<file path="config.mk">
export PLATFORM = sky130hd
export DESIGN_NAME = interrupt_controller
export DESIGN_NICKNAME = d
export VERILOG_FILES = /design/src/rtl/intc_pkg.sv /design/src/rtl/intc_arbiter.sv /design/src/rtl/interrupt_controller.sv
export SDC_FILE = /design/constraint.sdc
export NUM_CORES = 1
export LEC_CHECK = 0
export CORE_MARGIN = 8
export CORE_UTILIZATION = 38
export CTS_BUF_LIST = sky130_fd_sc_hd__clkbuf_8
export DETAILED_ROUTE_END_ITERATION = 16
export DONT_BUFFER_PORTS = 1
export SYNTH_ARGS = -nofsm -noshare
export SYNTH_HDL_FRONTEND = slang
export SYNTH_SLANG_ARGS = --single-unit
</file>
<file path="constraint.sdc">
create_clock -name CLK -period 2.4 [get_ports CLK]
set_input_delay 0.72 -clock CLK [delete_from_list [all_inputs] [get_ports CLK]]
set_output_delay 0.72 -clock CLK [all_outputs]
set_load 0.005 [all_outputs]
</file>
<file path="src/rtl/intc_pkg.sv">
// Shared types and constants for the interrupt controller.
package intc_pkg;

    localparam int unsigned NUM_SRC   = 4;
    localparam int unsigned IDX_W     = 2;
    localparam int unsigned LVL_W     = 2;
    localparam int unsigned DATA_W    = 16;
    localparam int unsigned VEC_SHIFT = 2;

    typedef enum logic [1:0] {
        ST_IDLE     = 2'd0,
        ST_ASSERT   = 2'd1,
        ST_WAIT_ACK = 2'd2,
        ST_SERVICE  = 2'd3
    } state_t;

    // Handler vector for a source: base plus a word-aligned per-source offset.
    function automatic logic [DATA_W-1:0] vector_of(input logic [DATA_W-1:0] base,
                                                    input logic [IDX_W-1:0]  idx);
        return DATA_W'(base + (DATA_W'(idx) << VEC_SHIFT));
    endfunction

endpackage

</file>
<file path="src/rtl/intc_arbiter.sv">
// Fixed-level priority arbiter: highest level wins, lower index breaks ties.
module intc_arbiter
    import intc_pkg::*;
(
    input  logic [NUM_SRC-1:0]            eligible,
    input  logic [NUM_SRC-1:0][LVL_W-1:0] levels,
    output logic                          win_valid_c,
    output logic [IDX_W-1:0]              win_idx_c,
    output logic [LVL_W-1:0]              win_lvl_c
);

    // Scan upward; a strictly higher level is needed to displace the current pick.
    always_comb begin
        win_valid_c = 1'b0;
        win_idx_c   = '0;
        win_lvl_c   = '0;
        for (int i = 0; i < NUM_SRC; i++) begin
            if (eligible[i] && (!win_valid_c || (levels[i] > win_lvl_c))) begin
                win_valid_c = 1'b1;
                win_idx_c   = IDX_W'(i);
                win_lvl_c   = levels[i];
            end
        end
    end

endmodule

</file>
<file path="src/rtl/interrupt_controller.sv">
// Source-side interrupt controller: edge-latched requests, fixed-level
// arbitration, and the intWrite/intr handshake toward the datapath.
// Optional acknowledge timeout is built when INTC_TIMEOUT_EN is defined.
module interrupt_controller
    import intc_pkg::*;
#(
    parameter logic [1:0]  LVL0        = 2'd0,
    parameter logic [1:0]  LVL1        = 2'd1,
    parameter logic [1:0]  LVL2        = 2'd2,
    parameter logic [1:0]  LVL3        = 2'd3,
    parameter logic [15:0] VECTOR_BASE = 16'h0040
`ifdef INTC_TIMEOUT_EN
    ,
    parameter logic [7:0]  ACK_TIMEOUT = 8'd64
`endif
) (
    input  logic        CLK,
    input  logic        Reset,
    input  logic [3:0]  devReq,
    input  logic        intr,
    input  logic [15:0] intDataOut,
    output logic        int0,
    output logic        int1,
    output logic        int2,
    output logic        int3,
    output logic        intLvl1,
    output logic        intLvl0,
    output logic [15:0] intDataIn,
    output logic        intWrite,
    output logic [3:0]  pending,
    output logic [3:0]  inService,
    output logic [3:0]  mask,
    output logic        timeoutFlag
);

    state_t                         state, state_n;
    logic [NUM_SRC-1:0]             req_q, req_prev;
    logic [NUM_SRC-1:0]             edge_c, eligible_c;
    logic [NUM_SRC-1:0]             pending_n, in_service_n, mask_n;
    logic [NUM_SRC-1:0]             sel, sel_n;
    logic [LVL_W-1:0]               lvl, lvl_n;
    logic [IDX_W-1:0]               idx, idx_n;
    logic [DATA_W-1:0]              vec_n;
    logic                           write_n;
    logic                           win_valid_c;
    logic [IDX_W-1:0]               win_idx_c;
    logic [LVL_W-1:0]               win_lvl_c;
    logic [NUM_SRC-1:0][LVL_W-1:0]  levels;
    logic                           unused_data;

`ifdef INTC_TIMEOUT_EN
    logic [7:0] ack_cnt, ack_cnt_n;
    logic       timeout_q, timeout_n;
    assign timeoutFlag = timeout_q;
`else
    assign timeoutFlag = 1'b0;
`endif

    assign levels      = {LVL3, LVL2, LVL1, LVL0};
    assign edge_c      = req_q & ~req_prev;
    assign eligible_c  = pending & ~mask;
    assign {int3, int2, int1, int0} = sel;
    assign {intLvl1, intLvl0}       = lvl;
    assign unused_data = ^intDataOut[14:4];

    intc_arbiter u_arbiter (
        .eligible    (eligible_c),
        .levels      (levels),
        .win_valid_c (win_valid_c),
        .win_idx_c   (win_idx_c),
        .win_lvl_c   (win_lvl_c)
    );

    // Next-state and next-register values for the handshake FSM.
    always_comb begin
        state_n      = state;
        pending_n    = pending;
        in_service_n = inService;
        mask_n       = mask;
        sel_n        = sel;
        lvl_n        = lvl;
        idx_n        = idx;
        vec_n        = intDataIn;
        write_n      = 1'b0;
`ifdef INTC_TIMEOUT_EN
        ack_cnt_n    = ack_cnt;
        timeout_n    = timeout_q;
`endif
        case (state)
            ST_IDLE: begin
                if (win_valid_c) begin
                    idx_n   = win_idx_c;
                    sel_n   = NUM_SRC'(1) << win_idx_c;
                    lvl_n   = win_lvl_c;
                    vec_n   = vector_of(VECTOR_BASE, win_idx_c);
                    state_n = ST_ASSERT;
                end
            end
            ST_ASSERT: begin
                write_n   = 1'b1;
                state_n   = ST_WAIT_ACK;
`ifdef INTC_TIMEOUT_EN
                ack_cnt_n = '0;
`endif
            end
            ST_WAIT_ACK: begin
                if (intr) begin
                    pending_n[idx] = 1'b0;
                    in_service_n   = sel;
                    state_n        = ST_SERVICE;
                end
`ifdef INTC_TIMEOUT_EN
                else if (8'(ack_cnt + 8'd1) == ACK_TIMEOUT) begin
                    // Give up on this delivery; pending stays set so it re-arbitrates.
                    ack_cnt_n = 8'(ack_cnt + 8'd1);
                    timeout_n = 1'b1;
                    sel_n     = '0;
                    lvl_n     = '0;
                    state_n   = ST_IDLE;
                end else begin
                    ack_cnt_n = 8'(ack_cnt + 8'd1);
                end
`endif
            end
            ST_SERVICE: begin
                if (!intr) begin
                    in_service_n = '0;
                    sel_n        = '0;
                    lvl_n        = '0;
                    if (intDataOut[15]) begin
                        mask_n = intDataOut[NUM_SRC-1:0];
                    end
                    state_n = ST_IDLE;
                end
            end
            default: state_n = ST_IDLE;
        endcase
        // A new edge outranks the acknowledge clearing the same bit.
        pending_n = pending_n | edge_c;
    end

    // Register all state and outputs; synchronous reset aborts any interrupt.
    always_ff @(posedge CLK) begin
        if (Reset) begin
            state     <= ST_IDLE;
            req_q     <= '0;
            req_prev  <= '0;
            pending   <= '0;
            inService <= '0;
            mask      <= '0;
            sel       <= '0;
            lvl       <= '0;
            idx       <= '0;
            intDataIn <= '0;
            intWrite  <= 1'b0;
`ifdef INTC_TIMEOUT_EN
            ack_cnt   <= '0;
            timeout_q <= 1'b0;
`endif
        end else begin
            state     <= state_n;
            req_q     <= devReq;
            req_prev  <= req_q;
            pending   <= pending_n;
            inService <= in_service_n;
            mask      <= mask_n;
            sel       <= sel_n;
            lvl       <= lvl_n;
            idx       <= idx_n;
            intDataIn <= vec_n;
            intWrite  <= write_n;
`ifdef INTC_TIMEOUT_EN
            ack_cnt   <= ack_cnt_n;
            timeout_q <= timeout_n;
`endif
        end
    end

endmodule

</file>
==> out/results.txt <==
FF+latch area: 641 sq um
row cnt: 23
Hold Path Stages: 2
PwrDens: 975 mW/mm^2
cts hold-fix bufs: 0
Worst Path Arrival: 2040 ps
first-pass GRT wire length: 5.33 mm
MaxCap Viol Count: 0
vias: 1,046
area of the multi-input gates: 782 sq um
Worst Slack Setup Final: 562 ps
DRC Markers: 0
number of global-route vias before repair: 1,055
worst-path maximum fanout: 10
Combinational Power Share: 25.9%
core footprint: 0.00394 sq mm
postcts setup bufs: 0
DRT Pass-1 Iters: 4
CP max stage delay: 500 ps
Final Max Tran Viols: 0
pin count of the biggest net entering global routing: 39
WP data required: 2600 ps
Starting Density: 38.8%
grt ovf: 0
CTS Buf Count: 5
critical-path cell list: inv_1, ha_1, nand2b_1, or4b_1, a31oi_1
Num Clock Sinks: 32
Switching Share: 31.2%
Via-to-Cell Ratio: 5.00
number of synthesized register bits: 32
Post-Syn Instances: 161
# setup viols final: 0
Die Height: 79.5 um
Slew HR: 62.0%
detailed placer's ending HPWL: 2.47 mm
Pleak: 0.637 nW
worst vdd ir: 0.411 mV
setup TNS: 0 ps
final worst-path cycle share: 76.6%
Final min period: 1840 ps
initial antenna violation count: 0
Post-synth ARST share: 0%
class of the most critical setup path: reg -> reg
WP buf/inv: 1
synth unique cells: 36
clock power share: 31.3%
port bufs: 0
ANT nets after route: 0
area of the mapped netlist: 0.00153 sq mm
synthesis warning total: 0
post-synthesis sequential area ratio: 41.8%
post-cts sizing count: 0
post-place setup slack: 621 ps
Die Width: 79.5 um
Clock Tree Root: clkbuf_8
cell family with most CP delay: simple AND/OR/NAND/NOR gates
clk_lat worst skew: 270 ps
clk_skew: 2.00 ps
status: finished, final reports clean
Antenna Cells: 0
P_sw: 0.000489 W
EDFF count, synth: 0
CTS Buffer Depth: 2
Ports: 59
Routed WL: 3.36 mm
routed length per instance: 16.1 um
layout cell share with drive strength beyond 1: 11.9%
overall routing resource usage: 10.7%
Fin. Hold Viols: 0
H-tree Lvls: 2
Avg Cell Area, Syn: 9.51 sq um
Max stage delay cell, worst path: or4b_1
RSZ-0062 raised after global routing: no
Worst Reg-to-Reg Cells: 5
Post-synth top flop: dfxtp_1
startpoint type of the worst setup path: register
DRT iter0 DRCs: 64
Seq pwr share: 42.8%
Internal Pwr Total: 0.00108 W
CTS tree: built
Hold Path Class: reg -> reg
Post-layout nets: 186
die area: 0.00632 sq mm
Syn-to-layout area delta: 4.98%
FMAX: 544 MHz
FILL cells: 415
CP Depth: 5
worst slew pin tran: 570 ps
Final GP Congestion: 0.812
clock-pin transition on the worst setup and hold timing paths: 60 ps
Crit. End Element: register
## cell families (layout without fill, tap and decap cells)
logic type | after synthesis | in the layout | share of synthesized area (%)
flip-flops | 32 | 32 | 41.8
AND/OR/NAND/NOR | 54 | 54 | 22.0
buffers and inverters | 27 | 12 | 10.3
adder cells (fa/ha/maj) | 5 | 5 | 4.08
multiplexers | 8 | 8 | 5.39
other | 1 | 14 | 0.245
AO/OA/AOI/OAI | 34 | 34 | 16.2
## metal layers
| metal | vias up | part of all wire, % | GRT usage, % | wire length [um] |
|---|---|---|---|---|
| met5 | - | 0 | 0 | 0 |
| met4 | 0 | 1.3 | 4.63 | 44 |
| met3 | 7 | 8.4 | 5.07 | 284 |
| met2 | 31 | 50 | 17.9 | 1690 |
| met1 | 482 | 40 | 11.3 | 1340 |
| li1 | 526 | - | - | - |
## metrics by stage
stage               power, W  instance area (sq um)  hold slack [ps]  std cells  utilization [%]
floorplan            0.00102                   1580              430        174                -
global placement     0.00106                   1500              441        201             38.1
detailed placement   0.00108                   1500              453        201             38.1
CTS                  0.00158                   1610              465        209             40.8
global route         0.00166                   1610              476        209             40.8
finish               0.00157                   1610              461        209             40.8
## sequential cells by signal, summed over array words and instances, names as in the netlist
signal     cells
intWrite       1
inService      4
req_q          4
pending        4
mask           4
sel            4
lvl            2
req_prev       4
intDataIn      2
idx            1
state          2
## cell usage after synthesis, types with 2 or more instances
cell type	n	area share (%)
clkbuf_1	6	1.5
nand2_1	3	0.74
and2b_4	2	1.3
mux2_2	2	1.5
a21oi_1	11	3.6
inv_1	4	0.98
mux2i_1	6	3.9
nor2b_1	12	4.9
buf_4	14	6.9
nor2_1	9	2.2
buf_2	3	0.98
and2b_2	2	1.1
dfxtp_1	32	42
nor3_1	5	1.6
nand3_1	2	0.65
o21ai_0	7	2.3
o32ai_1	2	1.1
a2111oi_0	4	2.3
ha_1	5	4.1
nand2b_1	12	4.9
o31ai_1	2	0.98
a31oi_1	2	0.82
## cell type report
cell class / count / share of cell area, %
Clock inverter: 3 / 2.41
Sequential cell: 32 / 39.8
Inverter: 4 / 0.934
Multi-Input combinational cell: 115 / 48.6
Tap cell: 50 / 3.89
Clock buffer: 5 / 4.28
## worst register-to-register path: stages (launching register included)
cell      delay [ps]
dfxtp_1          330
inv_1            140
ha_1             440
nand2b_1         170
or4b_1           500
a31oi_1          180
## placed cells by master (no fill, tap or decap), drive strengths merged, types with 2 or more instances in the layout
cell type / count
dfxtp: 32
conb: 14
nor2b: 12
nand2b: 12
a21oi: 11
nor2: 9
o21ai: 7
mux2i: 6
inv: 5
nor3: 5
ha: 5
clkbuf: 5
a2111oi: 4
and2b: 4
nand2: 3
nand3: 2
a31oi: 2
o32ai: 2
mux2: 2
o31ai: 2
or4: 2
## final timing paths
path	start	to	slack (ps)
hold / removal	req_q[0]$_SDFF_PP0_	pending[0]$_SDFF_PP0_	460
hold reg to reg	req_q[0]$_SDFF_PP0_	pending[0]$_SDFF_PP0_	460
setup / recovery	state[0]$_SDFFE_PP0P_	sel[0]$_SDFFE_PP0P_	560
setup reg to reg	state[0]$_SDFFE_PP0P_	sel[0]$_SDFFE_PP0P_	560
## power groups by stage
stage	combinational [W]	clock, W	sequential (W)
2_1_floorplan	0.000357	0	0.000662
4_1_cts	0.000403	0.000501	0.000675
5_1_grt	0.000450	0.000532	0.000683
3_3_place_gp	0.000376	0	0.000683
3_5_place_dp	0.000396	0	0.000686
6_report	0.000405	0.000490	0.000672
Power figures use the tool's default switching activity.
